===== config.mk =====
export PLATFORM = sky130hd
export DESIGN_NAME = maxnet_operand_sequencer_flat
export DESIGN_NICKNAME = d
export VERILOG_FILES = /design/src/rtl/maxnet_operand_sequencer_if.sv /design/src/rtl/maxnet_operand_sequencer.sv /design/src/flat_wrapper.sv
export SDC_FILE = /design/constraint.sdc
export NUM_CORES = 1
export LEC_CHECK = 0
export CAP_MARGIN = 10
export CORE_ASPECT_RATIO = 1.4
export CORE_MARGIN = 10
export CORE_UTILIZATION = 47
export CTS_CLUSTER_SIZE = 10
export DETAILED_ROUTE_END_ITERATION = 8
export PLACE_DENSITY = 0.89
export SLEW_MARGIN = 20
export SYNTH_ARGS = -nofsm -noshare
export SYNTH_HDL_FRONTEND = slang
export SYNTH_SLANG_ARGS = --single-unit

===== constraint.sdc =====
create_clock -name clk -period 9.15 [get_ports clk]
set_input_delay 0.915 -clock clk [delete_from_list [all_inputs] [get_ports clk]]
set_output_delay 0.915 -clock clk [all_outputs]
set_load 0.03 [all_outputs]

===== src/rtl/maxnet_operand_sequencer_if.sv =====
// Operand-in and result-out valid/ready channels of the Maxnet operand sequencer.
interface maxnet_operand_sequencer_if;
   logic        in_valid;
   logic        in_ready;
   logic [31:0] in_data;
   logic        res_valid;
   logic        res_ready;
   logic [31:0] res_data;
   logic        res_err;

   modport master (
      output in_valid, in_data, res_ready,
      input  in_ready, res_valid, res_data, res_err
   );

   modport slave (
      input  in_valid, in_data, res_ready,
      output in_ready, res_valid, res_data, res_err
   );
endinterface


===== src/rtl/maxnet_operand_sequencer.sv =====
// Collects eps,a1..a4 for the Maxnet core, pulses start, waits for finish and returns the result.
// Optional NEG_CLAMP_EN: negative (non-NaN) activations a1..a4 are stored as +0.
module maxnet_operand_sequencer #(
   parameter int unsigned TIMEOUT_CYCLES = 1024,
   parameter int unsigned CNT_W          = 11
) (
   input  logic                      clk,
   input  logic                      rst,
   maxnet_operand_sequencer_if.slave bus,
   output logic                      mx_start,
   output logic [31:0]               mx_eps,
   output logic [31:0]               mx_a1,
   output logic [31:0]               mx_a2,
   output logic [31:0]               mx_a3,
   output logic [31:0]               mx_a4,
   input  logic                      mx_finish,
   input  logic [31:0]               mx_out
);
   localparam int unsigned W       = 32;
   localparam int unsigned N_OPS   = 5;
   localparam int unsigned IDX_W   = 3;
   localparam logic [W-1:0] QNAN   = 32'h7FC0_0000;
   localparam logic [CNT_W-1:0] CNT_LAST = CNT_W'(TIMEOUT_CYCLES - 1);

   typedef enum logic [1:0] {LOAD, START, WAIT, RESULT} state_e;

   state_e                      state_q, state_d;
   logic [IDX_W-1:0]            idx_q, idx_d;
   logic [CNT_W-1:0]            cnt_q, cnt_d;
   logic                        nan_seen_q, nan_seen_d;
   logic                        start_q, start_d;
   logic [N_OPS-1:0][W-1:0]     ops_q, ops_d;
   logic                        res_valid_q, res_valid_d;
   logic [W-1:0]                res_data_q, res_data_d;
   logic                        res_err_q, res_err_d;

   logic                        accept_c;
   logic                        word_nan_c;
   logic [W-1:0]                word_c;

   // NaN detection and optional clamp of the incoming word
   always_comb begin : word_classify
      word_nan_c = (bus.in_data[30:23] == 8'hFF) && (bus.in_data[22:0] != 23'd0);
      word_c     = bus.in_data;
`ifdef NEG_CLAMP_EN
      if ((idx_q != IDX_W'(0)) && bus.in_data[31] && !word_nan_c) begin
         word_c = '0;
      end
`endif
   end

   assign accept_c = bus.in_valid && (state_q == LOAD);

   always_comb begin : next_state
      state_d     = state_q;
      idx_d       = idx_q;
      cnt_d       = cnt_q;
      nan_seen_d  = nan_seen_q;
      ops_d       = ops_q;
      start_d     = 1'b0;
      res_valid_d = res_valid_q;
      res_data_d  = res_data_q;
      res_err_d   = res_err_q;

      unique case (state_q)
         LOAD: begin
            if (accept_c) begin
               ops_d[idx_q] = word_c;
               nan_seen_d   = nan_seen_q | word_nan_c;
               if (idx_q == IDX_W'(N_OPS - 1)) begin
                  idx_d = '0;
                  // A NaN operand skips the core entirely
                  if (nan_seen_d) begin
                     state_d     = RESULT;
                     res_valid_d = 1'b1;
                     res_data_d  = QNAN;
                     res_err_d   = 1'b1;
                  end else begin
                     state_d = START;
                     start_d = 1'b1;
                  end
               end else begin
                  idx_d = idx_q + IDX_W'(1);
               end
            end
         end
         START: state_d = WAIT;
         WAIT: begin
            cnt_d = cnt_q + CNT_W'(1);
            if (mx_finish) begin
               state_d     = RESULT;
               res_valid_d = 1'b1;
               res_data_d  = mx_out;
               res_err_d   = 1'b0;
            end else if (cnt_q == CNT_LAST) begin
               state_d     = RESULT;
               res_valid_d = 1'b1;
               res_data_d  = QNAN;
               res_err_d   = 1'b1;
            end
         end
         RESULT: begin
            if (bus.res_ready) begin
               state_d     = LOAD;
               res_valid_d = 1'b0;
               cnt_d       = '0;
               nan_seen_d  = 1'b0;
            end
         end
         default: state_d = LOAD;
      endcase
   end

   always_ff @(posedge clk or posedge rst) begin : state_reg
      if (rst) begin
         state_q     <= LOAD;
         idx_q       <= '0;
         cnt_q       <= '0;
         nan_seen_q  <= 1'b0;
         start_q     <= 1'b0;
         ops_q       <= '0;
         res_valid_q <= 1'b0;
         res_data_q  <= '0;
         res_err_q   <= 1'b0;
      end else begin
         state_q     <= state_d;
         idx_q       <= idx_d;
         cnt_q       <= cnt_d;
         nan_seen_q  <= nan_seen_d;
         start_q     <= start_d;
         ops_q       <= ops_d;
         res_valid_q <= res_valid_d;
         res_data_q  <= res_data_d;
         res_err_q   <= res_err_d;
      end
   end

   // Ready is a state decode so it is already high in the first LOAD cycle after reset
   assign bus.in_ready  = (state_q == LOAD) && !rst;
   assign bus.res_valid = res_valid_q;
   assign bus.res_data  = res_data_q;
   assign bus.res_err   = res_err_q;
   assign mx_start      = start_q;
   assign mx_eps        = ops_q[0];
   assign mx_a1         = ops_q[1];
   assign mx_a2         = ops_q[2];
   assign mx_a3         = ops_q[3];
   assign mx_a4         = ops_q[4];
endmodule

===== src/flat_wrapper.sv =====
// flat-port wrapper written by rule: the top's interface ports become plain ports
module maxnet_operand_sequencer_flat 
#(
   parameter int unsigned TIMEOUT_CYCLES = 1024,
   parameter int unsigned CNT_W          = 11
)
  (clk, rst, mx_start, mx_eps, mx_a1, mx_a2, mx_a3, mx_a4, mx_finish, mx_out, bus_in_valid, bus_in_data, bus_res_ready, bus_in_ready, bus_res_valid, bus_res_data, bus_res_err);
  maxnet_operand_sequencer_if bus_i ();
  input  logic clk;
  input  logic rst;
  output logic mx_start;
  output logic [31:0] mx_eps;
  output logic [31:0] mx_a1;
  output logic [31:0] mx_a2;
  output logic [31:0] mx_a3;
  output logic [31:0] mx_a4;
  input  logic mx_finish;
  input  logic [31:0] mx_out;
  input wire logic [$bits(bus_i.in_valid)-1:0] bus_in_valid;
  input wire logic [$bits(bus_i.in_data)-1:0] bus_in_data;
  input wire logic [$bits(bus_i.res_ready)-1:0] bus_res_ready;
  output wire logic [$bits(bus_i.in_ready)-1:0] bus_in_ready;
  output wire logic [$bits(bus_i.res_valid)-1:0] bus_res_valid;
  output wire logic [$bits(bus_i.res_data)-1:0] bus_res_data;
  output wire logic [$bits(bus_i.res_err)-1:0] bus_res_err;
  assign bus_i.in_valid = bus_in_valid;
  assign bus_i.in_data = bus_in_data;
  assign bus_i.res_ready = bus_res_ready;
  assign bus_in_ready = bus_i.in_ready;
  assign bus_res_valid = bus_i.res_valid;
  assign bus_res_data = bus_i.res_data;
  assign bus_res_err = bus_i.res_err;
  maxnet_operand_sequencer #(.TIMEOUT_CYCLES(TIMEOUT_CYCLES), .CNT_W(CNT_W)) u_core (.clk(clk), .rst(rst), .bus(bus_i), .mx_start(mx_start), .mx_eps(mx_eps), .mx_a1(mx_a1), .mx_a2(mx_a2), .mx_a3(mx_a3), .mx_a4(mx_a4), .mx_finish(mx_finish), .mx_out(mx_out));
endmodule

==> impl_metrics.xml <==
<?xml version="1.0" encoding="UTF-8"?>
<metrics>
  <group name="status">
    <metric name="run_status" unit="">finished clean</metric>
  </group>
  <group name="layout">
    <metric name="final_cell_mix" unit="">sky130_fd_sc_hd__clkdlybuf4s50_1 (264), sky130_fd_sc_hd__dfrtp_1 (212), sky130_fd_sc_hd__mux2_2 (136), sky130_fd_sc_hd__mux2_1 (30), sky130_fd_sc_hd__clkbuf_16 (25)</metric>
    <metric name="layout-area-overhead-vs-synth" unit="%">41.2</metric>
    <metric name="fraction_of_layout_instances_using_a_drive_strength_above_1" unit="">0.237</metric>
    <metric name="final_design_area_no_fill" unit="µm²">12200</metric>
    <metric name="count_of_inserted_antenna_diode_cells" unit="">0</metric>
    <metric name="fin_nets" unit="">926</metric>
    <metric name="final-instance-count-excl-fill" unit="">1094</metric>
    <metric name="mostFrequentLayoutCell" unit="">sky130_fd_sc_hd__clkdlybuf4s50_1</metric>
  </group>
  <group name="power">
    <metric name="report.power.total" unit="µW">5060</metric>
    <metric name="power_density" unit="nW/µm²">416</metric>
    <metric name="p_leak" unit="µW">0.00547</metric>
    <metric name="ir_drop" unit="mV">0.312</metric>
  </group>
  <group name="floorplanning">
    <metric name="floorplan.initialDensity" unit="">0.478</metric>
    <metric name="die-area" unit="µm²">24200</metric>
    <metric name="placeableCoreArea" unit="µm²">18000</metric>
    <metric name="top_level_pins" unit="">265</metric>
    <metric name="die_height" unit="µm">180</metric>
    <metric name="floorplan.die.width" unit="µm">134</metric>
    <metric name="std_cell_rows" unit="">58</metric>
  </group>
  <group name="logic_synthesis">
    <metric name="synth_cell_types" unit="">43</metric>
    <metric name="synthesis.instances" unit="">581</metric>
    <metric name="synth.yosys.seq_area_share" unit="">0.616</metric>
    <metric name="synth.cell_area" unit="µm²">8610</metric>
    <metric name="syn_nets" unit="">656</metric>
    <metric name="synth-warning-count" unit="">0</metric>
    <metric name="netlist.top_cell.by_area" unit="">sky130_fd_sc_hd__dfrtp_1</metric>
    <metric name="synthTopCellsByArea" unit="">sky130_fd_sc_hd__dfrtp_1 (62%), sky130_fd_sc_hd__mux2_2 (18%), sky130_fd_sc_hd__mux2_1 (3.9%)</metric>
    <metric name="synth.top_cell.area_share" unit="">0.616</metric>
    <metric name="yosys_register_bits" unit="">212</metric>
    <metric name="synthesis.area_per_instance" unit="µm²">14.8</metric>
  </group>
  <group name="global_route">
    <metric name="grt_util_overall" unit="">0.199</metric>
    <metric name="first_pass_grt_wire_length" unit="µm">38700</metric>
    <metric name="globalRouteOverflowTotal" unit="">0</metric>
    <metric name="met1_usage" unit="">0.219</metric>
    <metric name="grt_pass1_vias" unit="">6567</metric>
    <metric name="groute.layer.met3.usage" unit="">0.0910</metric>
    <metric name="grt_max_degree" unit="">135</metric>
    <metric name="number_of_antenna_violations_at_the_first_check_in_global_routing" unit="">0</metric>
    <metric name="top_usage_layer" unit="">met2</metric>
    <metric name="groute.layer.met2.usage" unit="">0.341</metric>
  </group>
  <group name="routing">
    <metric name="remaining_drc_errors" unit="">0</metric>
    <metric name="via_count" unit="">5830</metric>
    <metric name="wl_per_cell" unit="µm">22.6</metric>
    <metric name="drt-vias-per-instance" unit="">5.33</metric>
    <metric name="postRouteAntennaNets" unit="">0</metric>
    <metric name="finalWirelength" unit="µm">24700</metric>
    <metric name="detail_route.iter0.violations" unit="">162</metric>
    <metric name="firstDrtPassIters" unit="">4</metric>
  </group>
  <group name="setup_path">
    <metric name="crit-reg2reg-capture" unit="">u_core.mx_a3[5]</metric>
    <metric name="worstReg2RegStart" unit="">u_core.state_q[0]</metric>
    <metric name="maximum_fanout_encountered_on_the_critical_timing_path" unit="">2</metric>
    <metric name="crit_path_end_kind" unit="">primary output</metric>
    <metric name="start_kind" unit="">input pin</metric>
    <metric name="reg2reg_depth" unit="">5</metric>
    <metric name="internal_reg_to_reg_setup_slack" unit="ns">6.35</metric>
    <metric name="arrival_time_at_the_worst_endpoint" unit="ns">2.27</metric>
    <metric name="worstSetupPathType" unit="">input pin to primary output</metric>
    <metric name="cp_data_required_time" unit="ns">8.24</metric>
  </group>
  <group name="timing">
    <metric name="tns" unit="ns">0</metric>
    <metric name="hold_viol_final" unit="">0</metric>
    <metric name="timing.final.setup_violations" unit="">0</metric>
    <metric name="timing_worst_slew_pin_value" unit="ns">1.03</metric>
    <metric name="fin_worst_skew" unit="ns">0.00903</metric>
    <metric name="finalHoldWorstSlack" unit="ns">0.481</metric>
    <metric name="achievable-frequency" unit="MHz">314</metric>
    <metric name="rsz0062_at_grt" unit="">no</metric>
    <metric name="final.period_utilization" unit="">0.349</metric>
    <metric name="layout_min_cycle_time" unit="ns">3.19</metric>
    <metric name="timing.slew.headroom" unit="">0.313</metric>
    <metric name="report.final.slew_viol_count" unit="">0</metric>
  </group>
  <group name="placement">
    <metric name="placed_cell_area" unit="µm²">11500</metric>
    <metric name="buffers_on_ports" unit="">264</metric>
    <metric name="gp_congestion" unit="">0.773</metric>
    <metric name="dpl.hpwl" unit="µm">17400</metric>
    <metric name="dp.cells" unit="">1064</metric>
  </group>
  <group name="min_path">
    <metric name="min_to" unit="">u_core.bus.res_data[2]</metric>
    <metric name="whs_path_depth" unit="">1</metric>
    <metric name="hp_start" unit="">u_core.bus.res_data[2]</metric>
    <metric name="hp-class" unit="">flop to flop</metric>
  </group>
  <group name="cts">
    <metric name="cts_setup_buffers" unit="">0</metric>
    <metric name="clock_sink_count" unit="">212</metric>
    <metric name="cts-root-buf" unit="">sky130_fd_sc_hd__clkbuf_16</metric>
    <metric name="number_of_buffers_created_by_cts" unit="">25</metric>
    <metric name="post_cts_hold_buffer_count" unit="">0</metric>
    <metric name="cts_tree" unit="">done</metric>
    <metric name="worst_skew_late_latency" unit="ns">0.50</metric>
    <metric name="clk_pin_slew" unit="ns">0.05</metric>
    <metric name="htreeDepth" unit="">1</metric>
    <metric name="ctsLongestPathBuffers" unit="">3</metric>
    <metric name="cts_resized" unit="">0</metric>
  </group>
  <group name="flow_run">
    <metric name="max-cap-violations" unit="">0</metric>
  </group>
</metrics>
==> routing by layer <==
layer,vias to the layer above,wire [µm]
li1,2585,-
met1,2967,9180
met2,241,12300
met3,37,2690
met4,0,512
met5,-,0
==> cells in the mapped netlist, drive strengths merged <==
cell     count
o22ai        4
buf         20
and3        23
nand3b       1
nand2b       1
o2111ai      1
or4          1
a2bb2oi      1
nand2       14
a21o         2
mux2       184
nor2b        3
nor3         6
and2         1
o21bai       1
a22o         3
o21ai        7
clkbuf       8
ha           6
o211ai       1
nand4        5
and4         1
a21oi        4
inv         17
nor2        17
xnor2        4
or3          2
dfrtp      212
nand3        6
o31ai        2
xor2         3
nor4         8
mux2i       12
==> report_power, final <==
part           switching (µW)  total, µW  internal, µW  leakage, µW
clock network             348        868           520     0.000336
registers                 244       1610          1370      0.00269
logic                    1440       2580          1140      0.00244
total                    2030       5060          3020      0.00547
==> stage by stage <==
step | worst slack, ns | utilization
after floorplan | 2.44 | -
after global placement | 5.57 | 0.637
after detailed placement | 5.64 | 0.637
after CTS | 5.95 | 0.675
after global routing | 5.92 | 0.675
final | 5.96 | 0.675
==> worst max-delay path, cell delays in order <==
cell and delay, ns:
sky130_fd_sc_hd__clkdlybuf4s50_1 0.52, sky130_fd_sc_hd__nor2b_1 0.15, sky130_fd_sc_hd__clkdlybuf4s50_1 0.68
==> worst max path at each step <==
stage	start	to	slack (ns)	depth (start not counted)
floorplan	rst	u_core.bus.res_data[0]	2.44	1
global placement	bus_in_data[4]	u_core.bus.res_data[2]	5.57	7
detailed placement	bus_in_data[4]	u_core.bus.res_data[2]	5.64	7
CTS	rst	bus_in_ready	5.95	3
global route	u_core.state_q[0]	bus_in_ready	5.92	4
finish	rst	bus_in_ready	5.96	3
==> cells by family after synthesis <==
group / synth area share
DFF: 0.616
muxes: 0.263
and+or+nand+nor: 0.0579
buffers and inverters: 0.0263
AOI/OAI and AO/OA: 0.0212
xor gates and xnor gates: 0.00712
adders and majority gates: 0.00872
==> cell type report <==
| type | instances | area [µm²] |
|---|---|---|
| Sequential cell | 212 | 5310 |
| Inverter | 17 | 71.3 |
| Timing Repair Buffer | 271 | 2700 |
| Clock buffer | 28 | 647 |
| Clock inverter | 2 | 38.8 |
| Tap cell | 240 | 300 |
| Fill cell | 1266 | 5840 |
| Multi-Input combinational cell | 324 | 3100 |
==> flip-flops by register name, summed over array words and instances (netlist names) <==
register              count
u_core.mx_a4             32
u_core.nan_seen_q         1
u_core.mx_start           1
u_core.bus.res_err        1
u_core.mx_eps            32
u_core.mx_a2             32
u_core.bus.res_valid      1
u_core.cnt_q             11
u_core.mx_a1             32
u_core.idx_q              3
u_core.mx_a3             32
u_core.bus.res_data      32
u_core.state_q            2
No activity file was read; power rests on OpenSTA's default activity.
